$ cat src/rtl/reg_wr_arb.sv
// rtl/reg_wr_arb.sv - four-requester round-robin write arbiter with burst lock onto a shared register
module reg_wr_arb #(
    parameter int width    = 1,
    parameter int maxburst = 4
) (
    input  logic               clk,
    input  logic               rst_n,
    input  logic [3:0]         req,
    input  logic [3:0]         hold,
    input  logic [4*width-1:0] d,
    output logic [3:0]         gnt,
    output logic [width-1:0]   q,
    output logic               qvalid,
    output logic [1:0]         owner,
    output logic               locked
);

    typedef enum logic {IDLE, LOCKED} state_t;

    // Last grant index that still allows the owner to extend its burst.
    localparam logic [2:0] last_cnt = 3'(maxburst - 1);

    state_t     state;
    state_t     state_nx;
    logic [1:0] ptr;
    logic [1:0] ptr_nx;
    logic [2:0] cnt;
    logic [2:0] cnt_nx;
    logic [2:0] base_cnt;
    logic [1:0] start;
    logic [1:0] idx;
    logic [1:0] win;
    logic       win_vld;

    // Pick the winner: a locked owner that still requests keeps the grant,
    // otherwise a rotating search from ptr (idle) or owner+1 (locked owner gone).
    always_comb begin
        win     = 2'd0;
        win_vld = 1'b0;
        idx     = 2'd0;
        start   = (state == LOCKED) ? owner + 2'd1 : ptr;
        if (state == LOCKED && req[owner]) begin
            win     = owner;
            win_vld = 1'b1;
        end else begin
            for (int k = 0; k < 4; k++) begin
                idx = start + 2'(k);
                if (!win_vld && req[idx]) begin
                    win     = idx;
                    win_vld = 1'b1;
                end
            end
        end
    end

    // Grant is one-hot from the single winner index and forced off during reset.
    always_comb begin
        gnt = 4'b0000;
        if (rst_n && win_vld) begin
            gnt = 4'b0001 << win;
        end
    end

    // Next burst state: a new owner starts counting from zero; release either on
    // dropped hold or once the burst limit is reached, advancing the priority pointer.
    always_comb begin
        state_nx = IDLE;
        cnt_nx   = 3'd0;
        ptr_nx   = ptr;
        base_cnt = (state == LOCKED && win == owner) ? cnt : 3'd0;
        if (win_vld) begin
            if (maxburst > 1 && hold[win] && base_cnt < last_cnt) begin
                state_nx = LOCKED;
                cnt_nx   = base_cnt + 3'd1;
            end else begin
                ptr_nx = win + 2'd1;
            end
        end
    end

    // Arbiter state registers.
    always_ff @(posedge clk or negedge rst_n) begin
        if (!rst_n) begin
            state  <= IDLE;
            ptr    <= 2'd0;
            cnt    <= 3'd0;
            locked <= 1'b0;
        end else begin
            state  <= state_nx;
            ptr    <= ptr_nx;
            cnt    <= cnt_nx;
            locked <= (state_nx == LOCKED);
        end
    end

    // Shared register: load the winner's data on a granted edge, pulse qvalid.
    always_ff @(posedge clk or negedge rst_n) begin
        if (!rst_n) begin
            q      <= '0;
            qvalid <= 1'b0;
            owner  <= 2'd0;
        end else begin
            qvalid <= win_vld;
            if (win_vld) begin
                q     <= d[win*width +: width];
                owner <= win;
            end
        end
    end

endmodule

$ cat config.mk
export PLATFORM = sky130hd
export DESIGN_NAME = reg_wr_arb
export DESIGN_NICKNAME = d
export VERILOG_FILES = /design/src/rtl/reg_wr_arb.sv
export SDC_FILE = /design/constraint.sdc
export NUM_CORES = 1
export LEC_CHECK = 0
export CORE_UTILIZATION = 40
export CTS_CLUSTER_DIAMETER = 100
export DETAILED_ROUTE_END_ITERATION = 10
export GPL_TIMING_DRIVEN = 1
export PLACE_DENSITY = 0.73
export SYNTH_ARGS = -nofsm -noshare
export SYNTH_HDL_FRONTEND = slang
export SYNTH_SLANG_ARGS = --single-unit
$ cat constraint.sdc
create_clock -name clk -period 2.73 [get_ports clk]
set_clock_uncertainty 0.2 [all_clocks]
set_input_delay 0.546 -clock clk [delete_from_list [all_inputs] [get_ports clk]]
set_output_delay 0.546 -clock clk [all_outputs]
set_load 0.1 [all_outputs]
* Yosys cells after proc, flatten, opt, wreduce, memory -nomap -nowiden
Cells that the tools add are included.
** Word-level totals
- Register bits after elaboration :: 10
- Input port bits :: 14
- Output and inout port bits :: 9
** Cells by class
- $add $sub $neg :: 6
- Magnitude comparators :: 7
- Equality and inequality tests :: 1
- Shift-type cells :: 2
- Multiplexer cells :: 32
- Bitwise operators :: 1
- Reduce and logical (&&, ||, !) cells :: 11
** Operator list (number)
- $lt 2x3->1 const B :: 6
- $mux 1 :: 16
- $bmux 1 s2 :: 6
- $mux 2 :: 6
- $mux 3 :: 3
- $logic_and 1x1->1 :: 7
- $add 2x1->2 const B :: 3
- $add 2x2->2 const B :: 2
- $mux 4 :: 1
- $shiftx 4x3->1 :: 1
- $shl 1x2->4 const A :: 1
- $add 3x1->3 const B :: 1
- $logic_not 1->1 :: 3
- $lt 3x2->1 const B :: 1
- $eq 2x2->1 :: 1
- $reduce_and 2->1 :: 1
- $not 1->1 :: 1

* Longest topological paths before layout
- Word-level depth :: 25
- Depth in mapped cells :: 10
- Depth with buffers taken out :: 8

* Worst setup path before layout
Ideal clock, no wire load.
- Path type :: reg-to-output
- Start :: reg owner[0]
- End :: out gnt[2]
- Arrival time :: 3189 ps
- Data required time :: 1984 ps
- Setup slack :: -1205 ps
- Stages on the path, launching flop included :: 7
- Path buffers :: 1
- Cells stage by stage :: dfrtp_1 > buf_6 > mux4_2 > and2_4 > o31ai_4 > ha_1 > and3_1
** Between the ends
- Longest elaborated chain between the ends :: 20
- Elaborated cells on any way between the ends :: 38
- Those cells by class :: add/sub: 4; shift: 1; mux: 25; reduce/logical: 8
** Ends and longest elaborated chain
- start: declaration :: RTL line 14 : output logic [1:0] owner,
- start signal: assignment :: RTL line 106 : owner <= win;
- $add 2x1->2 :: RTL line 41 : start = (state == LOCKED) ? owner + 2'd1 : ptr;
- $mux 2 :: RTL line 41
- $bmux 1 s2 :: RTL line 48 : if (!win_vld && req[idx]) begin
- $mux 1 (implied by the code) :: RTL line 48
- $mux 1 :: RTL line 48
- $mux 1 :: RTL line 42 : if (state == LOCKED && req[owner]) begin
- $logic_not 1->1 :: RTL line 48
- $logic_and 1x1->1 :: RTL line 48
- [5 not listed]
- $mux 1 :: RTL line 42
- $logic_not 1->1 :: RTL line 48
- $logic_and 1x1->1 :: RTL line 48
- $mux 2 :: RTL line 48
- $mux 2 * :: RTL line 42
- via win[1] :: RTL line 32 : logic [1:0] win;
- $shl 1x2->4 * :: RTL line 60 : gnt = 4'b0001 << win;
- $mux 4 * :: RTL line 59 : if (rst_n && win_vld) begin
- end: declaration :: RTL line 11 : output logic [3:0] gnt,
Mark *: on every way through the listed nets, which the timed path passes. The rest lies on a longest branch. The select of a mux whose other input is x is not followed.

* Worst setup path after layout
- Start :: in req[1]
- End :: out gnt[3]
** Between the ends
- Longest elaborated chain between the ends :: 18
- Elaborated cells on any way between the ends :: 33
- Those cells by class :: shift: 1; mux: 24; reduce/logical: 8
** Ends and longest elaborated chain
- start: declaration :: RTL line 8 : input logic [3:0] req,
- $bmux 1 s2 :: RTL line 48
- $mux 1 (implied by the code) :: RTL line 48
- $mux 1 :: RTL line 48
- $mux 1 :: RTL line 42
- $logic_not 1->1 :: RTL line 48
- $logic_and 1x1->1 :: RTL line 48
- $mux 1 :: RTL line 48
- $mux 1 :: RTL line 42
- [3 not listed]
- $mux 1 :: RTL line 42
- $logic_not 1->1 :: RTL line 48
- $logic_and 1x1->1 :: RTL line 48
- $mux 2 :: RTL line 48
- $mux 2 * :: RTL line 42
- via win[1] :: RTL line 32
- $shl 1x2->4 * :: RTL line 60
- $mux 4 * :: RTL line 59
Marks and branches as above.

==> results by group <==
Status
  – Status: finished, violations left
  – Failing checks: negative setup slack

Job
  – Number of max-cap violations: 0

Die
  – Die ar.: about 2800 um^2
  – FP Rows: 18
  – Die width: ~53 um
  – Die Y: around 53 um
  – CORE AREA: between 2000 and 2500 um^2
  – Ports: 23
  – Initial core utilization: between 40% and 50%

Clock network
  – CTS tree: built
  – CTS HTree Levels: 1
  – Root Driver: clkbuf_4
  – CTS max path bufs: 2
  – Clk Latency, worst-skew pair: 0.27 ns
  – CTS clk-pin slew, worst paths: ~0.07 ns
  – Hold Buf Count CTS: 0
  – Clk sinks: 10
  – CTS Buf Count: 3

Critical path
  – Crit path DAT: between 2 and 3 ns
  – CP required: ~2 ns
  – FF-to-FF setup slack: -0.22 ns
  – Critical path class: input pin to primary output
  – Element type at the critical path end: primary output
  – FF-to-FF Start: state
  – Worst Reg-to-Reg Cells: 10
  – Type of origin of the critical path: input pin
  – Worst Path Max Fanout: 7
  – FF-to-FF End: cnt[1]

Routing
  – Post-DRT Antenna Nets: 0
  – Starting DRT DRC Count: 31
  – DR WL/cell: around 17 um
  – Drt via density: 5.768
  – DRT Pass-1 Iters: 4
  – Final Routed Wirelength: around 3500 um
  – Vias: 1194
  – Residual DRC count: 0

GRT
  – Largest net degree at the start of global routing: 11
  – First-pass GRT wire length: ~5300 um
  – Initial antenna violation count: 0
  – GRT Overall Usage: 26.28%
  – Overflow after GRT: 0
  – Via count of the first global-routing pass: between 1000 and 1500

Worst hold path
  – WHS Path Cells: 2
  – Worst Hold Class: register to register
  – Min-Delay Endpoint: q
  – Hold path start: q

Finish
  – Area delta synth->final: 66.11%
  – N_diodes: 0
  – Commonest non-fill, non-tap cell in the layout: buf_4
  – Fin nets: 197
  – Most frequent cells in the layout: 42 x buf_4, 9 x clkdlybuf4s50_1, 8 x nor2_1, 7 x o21ai_0, 7 x dfrtp_1
  – Layout cell share with drive strength beyond 1: ~50%

Timing
  – Fin crit period: approximately 3.3 ns
  – Max Freq: between 300 and 400 MHz
  – Unrepaired setup endpoints after global routing: true
  – Final hold vios: 0
  – Final setup margin: -0.5711 ns
  – Final Cycle Share: 120.9%
  – Measured slew at the worst slew-check pin: 0.4508 ns
  – Slew Viols, Final: 0
  – Slew headroom: a little over two thirds
  – Final setup fails: 10

Yosys
  – Avg Inst Size Synth: about 9.0 um^2
  – Syn nets: 135
  – Post-synth top flop: dfrtp_1
  – Number of synthesized flops with an enable pin: 0
  – Syn Std Cell Area: about 1000 um^2
  – Distinct cells, synth: 47
  – Asr flop ratio synth: between 90% and 100%
  – Yosys warnings: 0
  – Mapped Cells: roughly 120
  – Sequential cell area fraction in the yosys report: 23.95%
  – Yosys reg bits: 10

Placement
  – Port bufs: 22
  – Dpl ws: -0.8820 ns
  – Final RePlAce weighted congestion: between 0.7 and 0.8
  – DP HPWL: 2462 um
## worst max-delay path, cell delays in order
cell,delay (ns)
clkdlybuf4s15_2,0.22
buf_6,0.14
mux4_2,0.46
and2_4,0.17
o31ai_4,0.40
ha_2,0.25
and3_4,0.19
buf_12,0.17
## what timing repair did
action                                 in CTS  in global routing
setup endpoints to repair                  11                 10
gates resized for setup                    18                  4
endpoints found under the hold margin       0                  0
cloned                                      0                  0
buffers inserted                            4                  2
pin swaps                                   7                  3
## cell type report
class / count / area [um^2]
Multi-Input combinational cell: 92 / 794.5
Fill cell: 191 / 742.0
Timing Repair Buffer: 63 / 578.1
Sequential cell: 10 / 259.0
Tap cell: 30 / 37.54
Clock buffer: 4 / 36.28
Inverter: 8 / 30.03
## registers in the layout (all words and copies together) (netlist names)
| signal | flops |
|---|---|
| cnt | 3 |
| owner | 2 |
| ptr | 2 |
| q | 1 |
| qvalid | 1 |
| state | 1 |
## per-stage QoR
step | setup TNS (ns) | hold slack (ns) | area, um^2 | util [%] | cells
2_1_floorplan | -2.666 | 0.05041 | 1085 | - | 116
3_3_place_gp | -7.585 | 0.2603 | 1595 | 64.39 | 197
3_5_place_dp | -8.247 | 0.3154 | 1595 | 64.39 | 197
4_1_cts | -2.736 | 0.3316 | 1703 | 68.74 | 205
5_1_grt | -3.858 | 0.4226 | 1735 | 70.05 | 207
6_report | -3.132 | 0.3753 | 1735 | 70.05 | 207
## cells in the mapped netlist (all sizes together), types with 4 or more instances
| library cell | number | area, um^2 |
|---|---|---|
| mux2i | 4 | 40.04 |
| ha | 5 | 62.56 |
| nor3b | 4 | 35.03 |
| inv | 8 | 30.03 |
| nand2 | 6 | 22.52 |
| nor2 | 9 | 33.78 |
| buf | 5 | 46.29 |
| dfrtp | 10 | 250.2 |
| o21ai | 8 | 40.04 |
| a21oi | 5 | 25.02 |
| and3 | 7 | 43.79 |
| a211oi | 5 | 47.54 |
## logic make-up (layout without fill, tap and decap cells)
logic type               count (synthesis)  in the layout  synth area share (%)
adder cells (fa/ha/maj)                  5              5                 5.988
buffers and inverters                   14             75                 7.664
AND/OR/NAND/NOR                         43             43                 25.75
flip-flops                              10             10                 23.95
AO/OA/AOI/OAI                           37             37                 28.02
XOR/XNOR                                 1              1                 1.557
multiplexers                             6              6                 7.066
## layer usage
layer / GRT usage (%) / vias to the layer above / wire (um) / share of wire, %
met5: 0 / - / 0 / 0
met4: 5.702 / 0 / 14 / 0.40
met3: 3.736 / 2 / 168 / 4.8
met2: 45.78 / 48 / 1783 / 51
met1: 34.04 / 581 / 1500 / 43
li1: - / 563 / - / -
## worst max-delay path by stage
| stage | startpoint | slack, ns | end |
|---|---|---|---|
| 2_1_floorplan | owner[0] | -0.44 | gnt[2] |
| 3_3_place_gp | req[1] | -0.81 | gnt[0] |
| 3_5_place_dp | req[1] | -0.88 | gnt[0] |
| 4_1_cts | owner[0] | -0.51 | gnt[3] |
| 5_1_grt | req[2] | -0.62 | gnt[3] |
| 6_report | req[1] | -0.57 | gnt[3] |
Power is left out: the tool's default activity adds up to more than one toggle a clock period on the data nets, which glitch-free logic cannot reach.
==> RTL edit, RTL diff (same flow settings) <==
Reset style: synchronous (`rst_n`), changed in 2 clocked blocks.
--- a/src/rtl/reg_wr_arb.sv
+++ b/src/rtl/reg_wr_arb.sv
@@ -81,3 +81,3 @@
     // Arbiter state registers.
-    always_ff @(posedge clk or negedge rst_n) begin
+    always_ff @(posedge clk) begin
         if (!rst_n) begin
@@ -96,3 +96,3 @@
     // Shared register: load the winner's data on a granted edge, pulse qvalid.
-    always_ff @(posedge clk or negedge rst_n) begin
+    always_ff @(posedge clk) begin
         if (!rst_n) begin
Behaviour: differs if rst_n is asserted again (counterexample within 4 cycles, from zero or initial values and one cycle with rst_n low); with rst_n held inactive, the same outputs for 10 cycles.
==> RTL edit against the original RTL <==
The flow still finishes with violations (negative setup slack); synthesized area shrank 12%; worst setup slack gained 0.31 ns; sequential cell count is the same; via count shrank 15%; critical path type is now flop to output port; final area shrank 11%; routed wire length shrank 23%; core utilization grew 5.1 points.
==> RTL edit: results (changes against the original RTL) <==
Setup TNS=-1.28 ns (+1.86 ns); setup slack, reg-to-reg=-0.10 ns (+0.12 ns); area share of fa/ha/maj cells after synthesis=8.98% (+3.0 points); Area contributors post-synth=dfxtp_1 (22%), ha_1 (6.8%), mux2i_1 (6.5%), nand2_1 (5.3%), and2_1 (4.8%); sequential share of the synthesized area=21.8% (-2.2 points); placed cell area=1420 sq um (-11%); Vias/cell=5.29 (-8.4%); FF-to-FF path depth=11 (+1); violated checks=negative setup slack; synthesized instance count=112 (-3.4%); area of the multi-input gates=737 sq um (-7.2%); vias=1,015 (-15%); status=finished, violations left; layout cells sized above 1=49.7% (-0.59 points); Post-Synth XOR/XNOR Area=0.952% (-0.60 points); Min Hold Slack=0.266 ns (-0.109 ns); drt initial violations=14 (-55%); Post-CTS Setup Inserts=7 (+3); syn nets=131 (-3.0%); drt total wl=2.66 mm (-23%); relative slew slack=78.5% (+8.9 points); post-CTS sizing=28 (+10); largest net degree at the start of global routing=13 (+2); Arrival @ worst endpoint=2.25 ns (-0.31 ns); Post-layout nets=185 (-6.1%); final setup margin=-0.261 ns (+0.310 ns); # placed instances=181 (-8.1%); crit path max fanout=6 (-1); ys async rst share=0% (-100 points); pre-CTS setup slack=-0.726 ns (+0.156 ns); post-synthesis cell type count=46 (-2.1%); Setup violations, final=9 (-1); mux cell area share after synthesis=11.8% (+4.8 points)
==> RTL edit: changes by cell type in the layout (fill, tap and decap cells not counted), sizes merged, moves of 4 or more <==
cell	change
o21ai	-6
nor3b	-4
a211oi	-4
and3	-7
dfxtp	+10
nor2	-4
dfrtp	-10
and2	+4
nand2b	+4
nand2	+7
==> RTL edit: kinds of logic after synthesis <==
family          after synthesis
flops                        10
compound gates               26
fa+ha+maj                     7
simple gates                 44
xor+xnor                      1
mux                           9
buf+inv                      15
==> RTL edit: final timing paths <==
| kind | start | end |
|---|---|---|
| hold / removal | q | q |
| hold reg to reg | q | q |
| setup / recovery | ptr[1] | gnt[0] |
| setup reg to reg | state | cnt[2] |
==> RTL edit: cell type report <==
class	instances	area share (%)
Multi-Input combinational cell	87	47.6
Clock buffer	4	2.34
Tap cell	27	2.18
Timing Repair Buffer	56	31.7
Inverter	8	2.42
Sequential cell	10	13.8
==> RTL edit: power groups by stage <==
stage	logic [mW]	clock network (mW)	registers, mW
floorplan	0.742	0	0.412
global placement	1.21	0	0.280
CTS	1.34	0.140	0.274
detailed placement	1.22	0	0.283
global route	1.45	0.152	0.286
finish	1.37	0.137	0.278
==> RTL edit: worst max-delay path, cell delays in order, from the launching register on <==
cell	delay, ns
dfxtp_2	0.35
buf_4	0.14
mux2i_1	0.10
a32oi_1	0.22
o311ai_2	0.16
nor2_1	0.19
a22o_1	0.25
inv_2	0.06
ha_1	0.20
and2_4	0.14
buf_12	0.16
==> RTL edit: routing by layer <==
metal / vias to the layer above / track usage, % / wire length, um
li1: 510 / - / -
met1: 468 / 27.4 / 1140
met2: 33 / 42.8 / 1380
met3: 4 / 4.94 / 91
met4: 0 / 11.0 / 48
met5: - / 0 / 0
